### config.mk
export PLATFORM = sky130hd
export DESIGN_NAME = writeback_arbiter
export DESIGN_NICKNAME = d
export VERILOG_FILES = /design/src/rtl/writeback_arbiter.sv
export SDC_FILE = /design/constraint.sdc
export NUM_CORES = 1
export LEC_CHECK = 0
export ABC_AREA = 0
export BUFFER_PORTS_ARGS = -buffer_cell sky130_fd_sc_hd__buf_2
export CAP_MARGIN = 10
export CORE_MARGIN = 5
export CORE_UTILIZATION = 35
export DETAILED_ROUTE_END_ITERATION = 8
export PLACE_DENSITY_LB_ADDON = 0.3
export SLEW_MARGIN = 20
export SYNTH_ARGS = -nofsm -noshare
export SYNTH_HDL_FRONTEND = slang
export SYNTH_SLANG_ARGS = --single-unit
export TNS_END_PERCENT = 5
### constraint.sdc
create_clock -name CLK -period 2.85 [get_ports CLK]
set_input_delay 0.7125 -clock CLK [delete_from_list [all_inputs] [get_ports CLK]]
set_output_delay 0.7125 -clock CLK [all_outputs]
set_load 0.02 [all_outputs]
### src/rtl/writeback_arbiter.sv
// Write-port arbiter for the integer register file: merges load and ALU
// results, extends loads, drops x0 writes and flags pending writes to decode.
module writeback_arbiter #(
    parameter int FIFO_DEPTH = 4,
    localparam int AW = $clog2(FIFO_DEPTH),
    localparam int CW = AW + 1
) (
    input  logic          CLK,
    input  logic          RST_N,
    input  logic          ALU_V,
    input  logic [4:0]    ALU_DR,
    input  logic [63:0]   ALU_DATA,
    output logic          ALU_READY,
    input  logic          MEM_V,
    input  logic [4:0]    MEM_DR,
    input  logic [63:0]   MEM_DATA,
    input  logic [1:0]    MEM_SIZE,
    input  logic          MEM_UNSIGNED,
    input  logic [4:0]    QUERY_SR1,
    input  logic [4:0]    QUERY_SR2,
    output logic          PEND_HIT1,
    output logic          PEND_HIT2,
    output logic [4:0]    DR,
    output logic [63:0]   WB_DATA,
    output logic          WB_LD_REG,
    output logic [CW-1:0] FIFO_COUNT
);

    logic [4:0]    fifo_dr   [FIFO_DEPTH];
    logic [63:0]   fifo_data [FIFO_DEPTH];
    logic [AW-1:0] head;
    logic [AW-1:0] tail;
    logic [CW-1:0] count;

    logic          fifo_empty;
    logic          alu_acc;
    logic          sel_mem;
    logic          sel_fifo;
    logic          sel_alu;
    logic          enq;
    logic          deq;
    logic [4:0]    sel_dr;
    logic [63:0]   sel_data;
    logic [63:0]   load_ext;
    logic [FIFO_DEPTH-1:0] entry_valid;

    assign fifo_empty = (count == '0);
    assign ALU_READY  = (count < CW'(FIFO_DEPTH));
    assign alu_acc    = ALU_V & ALU_READY;

    assign sel_mem  = MEM_V;
    assign sel_fifo = ~MEM_V & ~fifo_empty;
    assign sel_alu  = ~MEM_V & fifo_empty & alu_acc;

    // Bypass only when nothing older is queued, so ALU order is preserved
    assign enq = alu_acc & ~sel_alu;
    assign deq = sel_fifo;

    always_comb begin
        load_ext = MEM_DATA;
        unique case (MEM_SIZE)
            2'd0: load_ext = {{56{~MEM_UNSIGNED & MEM_DATA[7]}}, MEM_DATA[7:0]};
            2'd1: load_ext = {{48{~MEM_UNSIGNED & MEM_DATA[15]}}, MEM_DATA[15:0]};
            2'd2: load_ext = {{32{~MEM_UNSIGNED & MEM_DATA[31]}}, MEM_DATA[31:0]};
            2'd3: load_ext = MEM_DATA;
        endcase
    end

    always_comb begin
        sel_dr   = ALU_DR;
        sel_data = ALU_DATA;
        if (sel_mem) begin
            sel_dr   = MEM_DR;
            sel_data = load_ext;
        end else if (sel_fifo) begin
            sel_dr   = fifo_dr[head];
            sel_data = fifo_data[head];
        end
    end

    always_ff @(posedge CLK or negedge RST_N) begin
        if (!RST_N) begin
            DR        <= '0;
            WB_DATA   <= '0;
            WB_LD_REG <= 1'b0;
        end else if (sel_mem | sel_fifo | sel_alu) begin
            DR        <= sel_dr;
            WB_DATA   <= sel_data;
            WB_LD_REG <= (sel_dr != 5'd0);
        end else begin
            WB_LD_REG <= 1'b0;
        end
    end

    always_ff @(posedge CLK or negedge RST_N) begin
        if (!RST_N) begin
            head  <= '0;
            tail  <= '0;
            count <= '0;
            for (int i = 0; i < FIFO_DEPTH; i++) begin
                fifo_dr[i]   <= '0;
                fifo_data[i] <= '0;
            end
        end else begin
            if (enq) begin
                fifo_dr[tail]   <= ALU_DR;
                fifo_data[tail] <= ALU_DATA;
                tail            <= tail + 1'b1;
            end
            if (deq) begin
                head <= head + 1'b1;
            end
            if (enq & ~deq) begin
                count <= count + 1'b1;
            end else if (deq & ~enq) begin
                count <= count - 1'b1;
            end
        end
    end

    assign FIFO_COUNT = count;

    // An entry is live when its distance from head is below the count
    always_comb begin
        for (int i = 0; i < FIFO_DEPTH; i++) begin
            entry_valid[i] = ({1'b0, AW'(AW'(i) - head)} < count);
        end
    end

    function automatic logic pend_hit(input logic [4:0] q);
        logic hit;
        hit = 1'b0;
        if (WB_LD_REG && DR == q) hit = 1'b1;
        if (alu_acc && ALU_DR == q) hit = 1'b1;
        if (MEM_V && MEM_DR == q) hit = 1'b1;
        for (int i = 0; i < FIFO_DEPTH; i++) begin
            if (entry_valid[i] && fifo_dr[i] == q) hit = 1'b1;
        end
        return hit && (q != 5'd0);
    endfunction

    assign PEND_HIT1 = pend_hit(QUERY_SR1);
    assign PEND_HIT2 = pend_hit(QUERY_SR2);

endmodule

==> impl_metrics.json <==
{
  "die_height_um": 232,
  "hold_buffers": 0,
  "drtIter0Drc": 597,
  "dp.cells": 2185,
  "fin_crit_sh_pct": 108,
  "layout.nets": 1730,
  "yosysWarningCount": 0,
  "synth_area_um2": 17200,
  "syn_inst": 1345,
  "grt_pass1_wl_um": 75900,
  "core-area_um2": 48800,
  "ant_nets": 0,
  "wirelength_um": 48500,
  "crit_type": "reg2out",
  "grt_remaining_overflow": 0,
  "h-tree-depth": 2,
  "die_area_um2": 53700,
  "grt_pass1_vias": 12700,
  "dp_hpwl_um": 32300,
  "cts_buffer_depth": 3,
  "skew_ns": 0.0240,
  "drc": 0,
  "slew_violations": 0,
  "cp-start-kind": "flip-flop",
  "first_pass_iters": 6,
  "fin_ws_ns": -0.220,
  "rows": 81,
  "antenna_found_initial": 7,
  "cts_tree": "built",
  "io_buffer_count": 230,
  "status": "finished with violations",
  "syn2layout_area_growth_pct": 20.5,
  "hold_violations": 0,
  "preCtsSetupSlack_ns": 0.106,
  "finalCriticalPeriod_ns": 3.07,
  "fin_cells": 2258,
  "syn_avg_cell_area_um2": 12.8,
  "layout-drive-gt1-share_pct": 45.4,
  "slew-limit-headroom_pct": 37.0,
  "viasPerCell": 5.28,
  "path_max_fanout": 4,
  "numCtsBuffers": 40,
  "initial_core_util_pct": 35.2,
  "fin_util_pct": 42.5,
  "ys_ff_latch": 353,
  "cts-root-buf": "clkbuf_16",
  "violations": "negative setup slack",
  "setup_viol": 2,
  "tightest_slew_ns": 0.945,
  "path_clk_slew_ns": 0.06,
  "synth-edff-count": 0,
  "crit_required_ns": 2.14,
  "max_freq_ghz": 0.326,
  "ys.flop_type": "dfrtp_1",
  "wl_per_cell_um": 21.5,
  "end_kind": "output pin",
  "ir_worst_vdd_v": 0.000491,
  "die_width_um": 232,
  "ys_types": 44,
  "cts.sinks": 353,
  "power_density_nw_per_um2": 1130,
  "gp_congestion": 0.885,
  "hold_path.class": "in2async",
  "cap_viol_max_count": 0,
  "async_flop_share_pct": 100,
  "ioPinCount": 231,
  "clk_latency_ns": 0.56,
  "worst_ep_arrival_time_ns": 2.36,
  "yosysSeqAreaShare_pct": 51.3,
  "p_leak_nw": 9.33,
  "syn-num-nets": 1510,
  "grt_max_degree": 69,
  "track_usage_pct": 18.0,
  "dr_total_vias": 11900,
  "rsz0062_at_grt": "yes"
}
-- routing by layer --
layer | vias to the layer above | share of wire [%] | global-route usage, %
met5 | - | 0.11 | 0
met4 | 8 | 1.6 | 3.77
met3 | 56 | 5.1 | 3.79
met2 | 286 | 48 | 29.8
met1 | 6220 | 45 | 24.6
li1 | 5362 | - | -
-- worst max-delay path: stages, from the launching register on --
cell and delay, ns:
dfrtp_4 0.50, inv_1 0.06, ha_1 0.23, a21oi_1 0.16
nor2_1 0.10, nor4_1 0.36, nor3_2 0.11, a21oi_2 0.15
buf_4 0.15
-- sequential cells by signal, summed over array words and instances (netlist names) --
signal      count
fifo_data     256
WB_LD_REG       1
head            2
DR              5
FIFO_COUNT      3
WB_DATA        64
fifo_dr        20
tail            2
-- layout make-up --
class,instances,area (µm²)
Antenna cell,3,7.51
Clock buffer,54,1150
Clock inverter,14,143
Fill cell,4584,28100
Inverter,8,30.0
Multi-Input combinational cell,872,7900
Sequential cell,353,8840
Tap cell,664,831
Timing Repair Buffer,290,1850
-- timing repair --
item | in CTS | in global routing
endpoints found under the setup margin | 2 | 2
setup buffers | 2 | 1
resized for setup | 5 | 6
pin swaps | 8 | 9
-- synth_stat cells (all sizes together) (2+ instances only) --
cell type | instances | share of area, %
nor4 | 9 | 0.41
nand4 | 4 | 0.15
nand2 | 72 | 1.6
xor2 | 40 | 2.0
a21o | 16 | 0.70
and3 | 31 | 1.1
ha | 9 | 0.65
nor2 | 78 | 1.7
xnor2 | 37 | 1.9
nand3 | 8 | 0.23
a21oi | 31 | 0.90
a222oi | 12 | 0.70
nor3 | 8 | 0.26
a22oi | 16 | 0.70
o21a | 2 | 0.087
or4 | 2 | 0.087
buf | 55 | 1.8
a31oi | 46 | 1.7
inv | 8 | 0.17
clkbuf | 57 | 1.2
mux4 | 69 | 9.0
dfrtp | 353 | 51
mux2 | 277 | 18
o21ai | 95 | 2.8
-- stage by stage --
step / hold WS, ns / TNS [ns] / power, mW / cell area [µm²]
2_1_floorplan: 0.417 / -0.0327 / 15.4 / 17200
3_3_place_gp: 0.481 / 0 / 18.1 / 19400
3_5_place_dp: 0.487 / 0 / 18.4 / 19400
4_1_cts: 0.148 / -0.495 / 23.7 / 20700
5_1_grt: 0.175 / -0.703 / 24.9 / 20700
6_report: 0.143 / -0.431 / 23.4 / 20700
-- layout by cell type (no fill, tap or decap), types with 8 or more instances in the layout --
cell type and n:
and3_1 31, xnor2_1 37, mux2_2 277, a222oi_1 12, xor2_1 39, buf_4 43
nand2_1 66, o21ai_0 93, nand3_1 8, a31oi_1 46, buf_2 227, mux4_2 69
nor2_1 74, a21o_1 16, ha_1 9, buf_12 18, a22oi_1 16, dfrtp_1 351
clkbuf_16 42, a21oi_1 28
-- where the power goes --
part	internal [mW]	leakage [nW]	switching, mW
Clock	3.00	0.629	2.08
Combinational	4.95	4.43	4.39
Sequential	7.53	4.28	1.43
-- final timing paths --
check / from / end / slack, ns / cells past startpoint
worst max-delay path: head[1] / PEND_HIT1 / -0.22 / 8
worst min-delay path: RST_N / WB_DATA[10] / 0.14 / 1
worst max register to register: head[0] / WB_LD_REG / 0.26 / 6
worst min register to register: fifo_data[123] / fifo_data[123] / 0.50 / 1
max in group asynchronous: RST_N / fifo_data[84] / 1.90 / 2
min in group CLK: MEM_DATA[5] / WB_DATA[5] / 0.42 / 3
-- cells by family (layout without fill, tap and decap cells) --
family	Yosys count	count (layout)	synth area share, %
compound gates	223	223	7.75
xor+xnor	77	77	3.92
fa+ha+maj	10	10	0.770
buf+inv	120	366	3.27
flops	353	353	51.3
mux	347	347	27.2
other cells	0	3	0
simple gates	215	215	5.79
Note: power is estimated with default switching activity, not from simulation.
